[src/rtl/counter_ctrl.sv]
// counter_ctrl: sequencer for a binary up-counter with a prescaled tick,
// one-shot/periodic modes, pause/resume and a registered terminal-count strobe.
module counter_ctrl #(
  parameter int WIDTH = 4,
  parameter int PW    = 4
) (
  input  logic             clk,
  input  logic             rst,
  input  logic             cfg_we,
  input  logic [WIDTH-1:0] cfg_limit,
  input  logic [PW-1:0]    cfg_presc,
  input  logic             cfg_mode,
  input  logic             start,
  input  logic             stop,
  output logic [WIDTH-1:0] count,
  output logic             busy,
  output logic             tc_pulse,
  output logic             done,
  output logic             cfg_err
);

  typedef enum logic [1:0] {IDLE, RUN, HOLD, DONE} state_e;

  state_e           state_q, state_d;
  logic [WIDTH-1:0] count_q, count_d;
  logic [WIDTH-1:0] limit_q, limit_d;
  logic [PW-1:0]    prescCnt_q, prescCnt_d;
  logic [PW-1:0]    presc_q, presc_d;
  logic             mode_q, mode_d;
  logic             busy_q, busy_d;
  logic             done_q, done_d;
  logic             tc_q, tc_d;
  logic             err_q, err_d;

  logic tick;
  logic atLimit;
  logic cfgOpen;

  assign tick    = (state_q == RUN) && (prescCnt_q == presc_q);
  assign atLimit = (count_q == limit_q);
  assign cfgOpen = (state_q == IDLE) || (state_q == DONE);

  // Next-state logic; a terminal tick is always processed even when stop
  // arrives on the same cycle, and reaching DONE overrides the pause.
  always_comb begin
    state_d    = state_q;
    count_d    = count_q;
    prescCnt_d = prescCnt_q;
    limit_d    = limit_q;
    presc_d    = presc_q;
    mode_d     = mode_q;

    if (cfg_we && cfgOpen) begin
      limit_d = cfg_limit;
      presc_d = cfg_presc;
      mode_d  = cfg_mode;
    end
    err_d = cfg_we && !cfgOpen;
    tc_d  = tick && atLimit;

    case (state_q)
      IDLE, DONE: begin
        if (start) begin
          state_d    = RUN;
          count_d    = '0;
          prescCnt_d = '0;
        end
      end
      RUN: begin
        if (tick) begin
          prescCnt_d = '0;
          if (!atLimit) begin
            count_d = count_q + 1'b1;
          end else if (mode_q) begin
            count_d = '0;
          end else begin
            state_d = DONE;
          end
        end else begin
          prescCnt_d = prescCnt_q + 1'b1;
        end
        if (stop && (state_d != DONE)) begin
          state_d = HOLD;
        end
      end
      HOLD: begin
        if (start && !stop) begin
          state_d = RUN;
        end
      end
      default: state_d = IDLE;
    endcase

    busy_d = (state_d == RUN) || (state_d == HOLD);
    done_d = (state_d == DONE);
  end

  always_ff @(posedge clk or posedge rst) begin
    if (rst) begin
      state_q    <= IDLE;
      count_q    <= '0;
      prescCnt_q <= '0;
      limit_q    <= '1;
      presc_q    <= '0;
      mode_q     <= 1'b0;
      busy_q     <= 1'b0;
      done_q     <= 1'b0;
      tc_q       <= 1'b0;
      err_q      <= 1'b0;
    end else begin
      state_q    <= state_d;
      count_q    <= count_d;
      prescCnt_q <= prescCnt_d;
      limit_q    <= limit_d;
      presc_q    <= presc_d;
      mode_q     <= mode_d;
      busy_q     <= busy_d;
      done_q     <= done_d;
      tc_q       <= tc_d;
      err_q      <= err_d;
    end
  end

  assign count    = count_q;
  assign busy     = busy_q;
  assign done     = done_q;
  assign tc_pulse = tc_q;
  assign cfg_err  = err_q;

endmodule

[config.mk]
export PLATFORM = sky130hd
export DESIGN_NAME = counter_ctrl
export DESIGN_NICKNAME = d
export VERILOG_FILES = /design/src/rtl/counter_ctrl.sv
export SDC_FILE = /design/constraint.sdc
export NUM_CORES = 1
export LEC_CHECK = 0
export ABC_CLOCK_PERIOD_IN_PS = 1800
export CAP_MARGIN = 40
export CELL_PAD_IN_SITES_DETAIL_PLACEMENT = 1
export CELL_PAD_IN_SITES_GLOBAL_PLACEMENT = 1
export CORE_ASPECT_RATIO = 1.4
export CORE_UTILIZATION = 43
export CTS_CLUSTER_DIAMETER = 100
export DETAILED_ROUTE_END_ITERATION = 7
export DONT_BUFFER_PORTS = 1
export PLACE_DENSITY = 0.84
export SYNTH_ARGS = -nofsm -noshare
export SYNTH_HDL_FRONTEND = slang
export SYNTH_SLANG_ARGS = --single-unit
[constraint.sdc]
create_clock -name clk -period 1.8 [get_ports clk]
set_input_delay 0.18 -clock clk [delete_from_list [all_inputs] [get_ports clk]]
set_output_delay 0.18 -clock clk [all_outputs]
set_load 0.05 [all_outputs]
==> implementation parameters <==
Parameter                              Value

Status
  Result of the run    complete, but fails checks
  Failing checks    negative setup slack

Critical path
  Critical path class    flip-flop to flip-flop
  CP Capture Type    flip-flop
  Register-to-register setup slack    -0.21 ns
  R2r startpoint    presc_q[2]$_DFFE_PP0P_
  Critical register-to-register path endpoint    busy$_DFF_PP0_
  Critical Path Fanout Max    3
  Critical Path AT    2.22 ns
  Critical path launch point type    flip-flop
  Required arrival time at the worst endpoint    2.01 ns
  Critical Path End    busy$_DFF_PP0_
  Worst reg-to-reg path cell count    6
  Worst setup startpoint    presc_q[2]$_DFFE_PP0P_

Global routing
  Met1 layer usage reported by global route    0.223
  Layer carrying the most global-route usage    met2
  Met3 global-route usage    0.0254
  Initial antenna violation count    0
  Pin count of the biggest net entering global routing    18
  Global router's overall resource usage    0.231
  Via count of the first global-routing pass    1,066
  Met2 usage in global routing    0.439
  Grt total ovfl    0
  First-pass GRT wire length    4810 µm

STA
  Final hold violation count    0
  RSZ-0062 raised after global routing    yes
  Final count of negative-setup-slack endpoints    4
  Highest Clock Rate    497 MHz
  Worst Slack Setup Final    -0.212 ns
  Setup total negative slack    -0.463 ns
  Fin Clk Skew    0.00173 ns
  Slew at the pin closest to its max-slew limit    0.653 ns
  Final slew viol count    0
  Final critical delay including setup and external delays    2.01 ns
  Worst slew margin relative to its limit    0.564
  Crit share post-route    1.12

Finish
  Fraction of the core area covered by cells at the end of the flow    0.580
  Post-route standard cell area excluding fillers    0.00152 mm²
  Fin nets    156
  Non-filler instance count after layout    172
  Layout overhead on the synthesized area    27.8%
  Layout cells sized above 1    0.368
  Diodes inserted    0

Die
  Die span in x    46.4 µm
  Placeable core area    0.00262 mm²
  Number of placement rows    22
  Vertical die dimension    64.1 µm
  Number of ports placed on the die boundary    22
  Starting utilization of the core area    0.454
  Total die area    0.00298 mm²

Synthesis
  Yosys synthesis warning count    0
  Post-synthesis register bit count    23
  Synthesized Nets    126
  Number of enable flip-flop cells after synthesis    0
  Async SR Flop Fraction    1.00
  Syn Area/Cell    11.1 µm²
  Number of standard cells after synthesis    107
  Portion of the post-synthesis area used by sequential elements    0.489
  Post-synth top flop    dfrtp_1
  Post-synthesis instance area    0.00119 mm²
  Number of distinct library cells after synthesis    33

Clock tree
  Cell at the root of the clock tree    clkbuf_4
  Maximum level of the CTS H-tree    1
  Clk sinks    23
  Insertion delay of the later-clocked pin in the worst-skew pair    0.31 ns
  Clock Tree Buf Depth    2
  Number of buffers added by the clock tree synthesis step    3
  CTS clock-pin slew for the worst setup and hold paths    0.13 ns
  TritonCTS clock tree    done

Pwr
  Power per standard cell area    1670 mW/mm²
  Leakage power summed over all cells    0.697 nW
  Peak supply drop    0.869 mV
  Total Power Consumption    2.53 mW

Detailed routing
  Remaining DRCs    0
  Via count    978
  ANT nets after route    0
  Via density per instance    5.69
  Routed wire per std cell    20.0 µm
  Routed WL    3440 µm
  Initial DRT Pass Iterations    4
  Starting DRT DRC Count    11

Min path
  Class of the worst hold path    input pin to flip-flop

Placement
  DP Cell Count    159
  Placed inst area    0.00138 mm²
  # port buffers    0
  Total half-perimeter wirelength after legalization and detailed placement    2290 µm
  Final GP Congestion    0.835

Run
  Max Cap Violations    0
-- where the power goes --
group | switching (mW) | leakage (nW) | internal, mW | total (mW)
Combinational | 0.710 | 0.397 | 0.616 | 1.33
Sequential | 0.229 | 0.283 | 0.736 | 0.965
Clock | 0.156 | 0.0177 | 0.0829 | 0.239
Total | 1.10 | 0.697 | 1.44 | 2.53
-- critical path: stages, from the launching register on --
cell     delay (ns)
dfrtp_1        0.42
xor2_1         0.20
nor4_4         0.37
nand2_1        0.14
or3_4          0.36
a31oi_1        0.16
ha_1           0.25
-- cell usage after synthesis (2+ instances only) --
master	count	area share
inv_1	7	0.022
a21oi_1	5	0.021
xor2_1	5	0.037
nor2b_1	4	0.021
nor3b_1	2	0.013
mux2_2	9	0.085
o21ai_0	4	0.017
nor2_1	5	0.016
dfrtp_1	19	0.40
ha_1	5	0.053
dfstp_2	4	0.089
xnor2_1	4	0.030
a211o_1	2	0.015
nand2_1	6	0.019
o22ai_1	2	0.011
nand3_1	3	0.013
nand4_1	2	0.011
a31oi_1	4	0.021
-- metrics by stage --
stage                     hold slack (ns)  setup WS (ns)
after CTS                         0.00264         -0.163
final                              0.0160         -0.212
after global routing              0.00212         -0.279
after detailed placement            0.184         -0.128
after global placement              0.165        -0.0389
after floorplan                     0.179        -0.0388
-- per-layer routing --
layer / wire length, µm / up-vias
li1: - / 439
met5: 0 / -
met4: 68 / 0
met1: 1230 / 506
met2: 2060 / 27
met3: 81 / 6
-- logic make-up (layout without fill, tap and decap cells) --
kind of cell,after synthesis,count (layout),share of synthesized area
AND/OR/NAND/NOR,30,30,0.152
flip-flops,23,23,0.489
AO/OA/AOI/OAI,21,21,0.116
multiplexers,10,10,0.0939
XOR/XNOR,9,9,0.0665
buffers and inverters,9,38,0.0295
adder cells (fa/ha/maj),5,5,0.0527
-- state kept, by name, summed over array words and instances, names as in the netlist --
signal / cells
count: 4
limit_q: 4
prescCnt_q: 4
presc_q: 4
state_q: 2
busy: 1
cfg_err: 1
done: 1
mode_q: 1
tc_pulse: 1
-- how the worst min path moves through the flow --
stage / from / end / slack, ns / depth (start not counted)
after floorplan: rst / busy$_DFF_PP0_ / 0.18 / 1
after global placement: rst / presc_q[2]$_DFFE_PP0P_ / 0.17 / 1
after detailed placement: rst / presc_q[2]$_DFFE_PP0P_ / 0.18 / 1
after CTS: cfg_presc[2] / presc_q[2]$_DFFE_PP0P_ / 0.003 / 1
after global routing: cfg_limit[3] / limit_q[3]$_DFFE_PP1P_ / 0.002 / 1
final: cfg_presc[0] / presc_q[0]$_DFFE_PP0P_ / 0.02 / 1
-- cell type report --
cell class / instances / area [µm²]
fillers: 283 / 1100
multi-input cells: 75 / 602
flip-flops and latches: 23 / 586
repair buffers: 27 / 230
well taps: 36 / 45.0
inverters: 7 / 26.3
clock buffers: 3 / 22.5
clock inverters: 1 / 5.00
-- timing repair --
| action | 4_1_cts | 5_1_grt |
|---|---|---|
| hold buffers | 2 | 4 |
| resized for setup | 1 | 5 |
| setup buffers | 2 | 1 |
| gates cloned | 0 | 0 |
| pin swaps | 0 | 2 |
| endpoints found under the hold margin | 13 | 4 |
| endpoints found under the setup margin | 6 | 9 |
-- cells in the final DEF, fill, tap and decap left out, types with 2 or more instances in the layout --
cell type	instances
xor2_1	5
dlygate4sd3_1	6
buf_4	20
mux2_2	9
nor3b_1	2
a211o_1	2
a31oi_1	3
dfrtp_2	4
nand2_1	6
nand4_1	2
nor2_1	5
dfrtp_1	15
dfstp_2	4
inv_1	7
a21oi_1	4
clkbuf_4	3
ha_1	4
nand3_1	3
o22ai_1	2
xnor2_1	4
o21ai_0	3
nor2b_1	3
No activity file was read; power rests on OpenSTA's default activity.
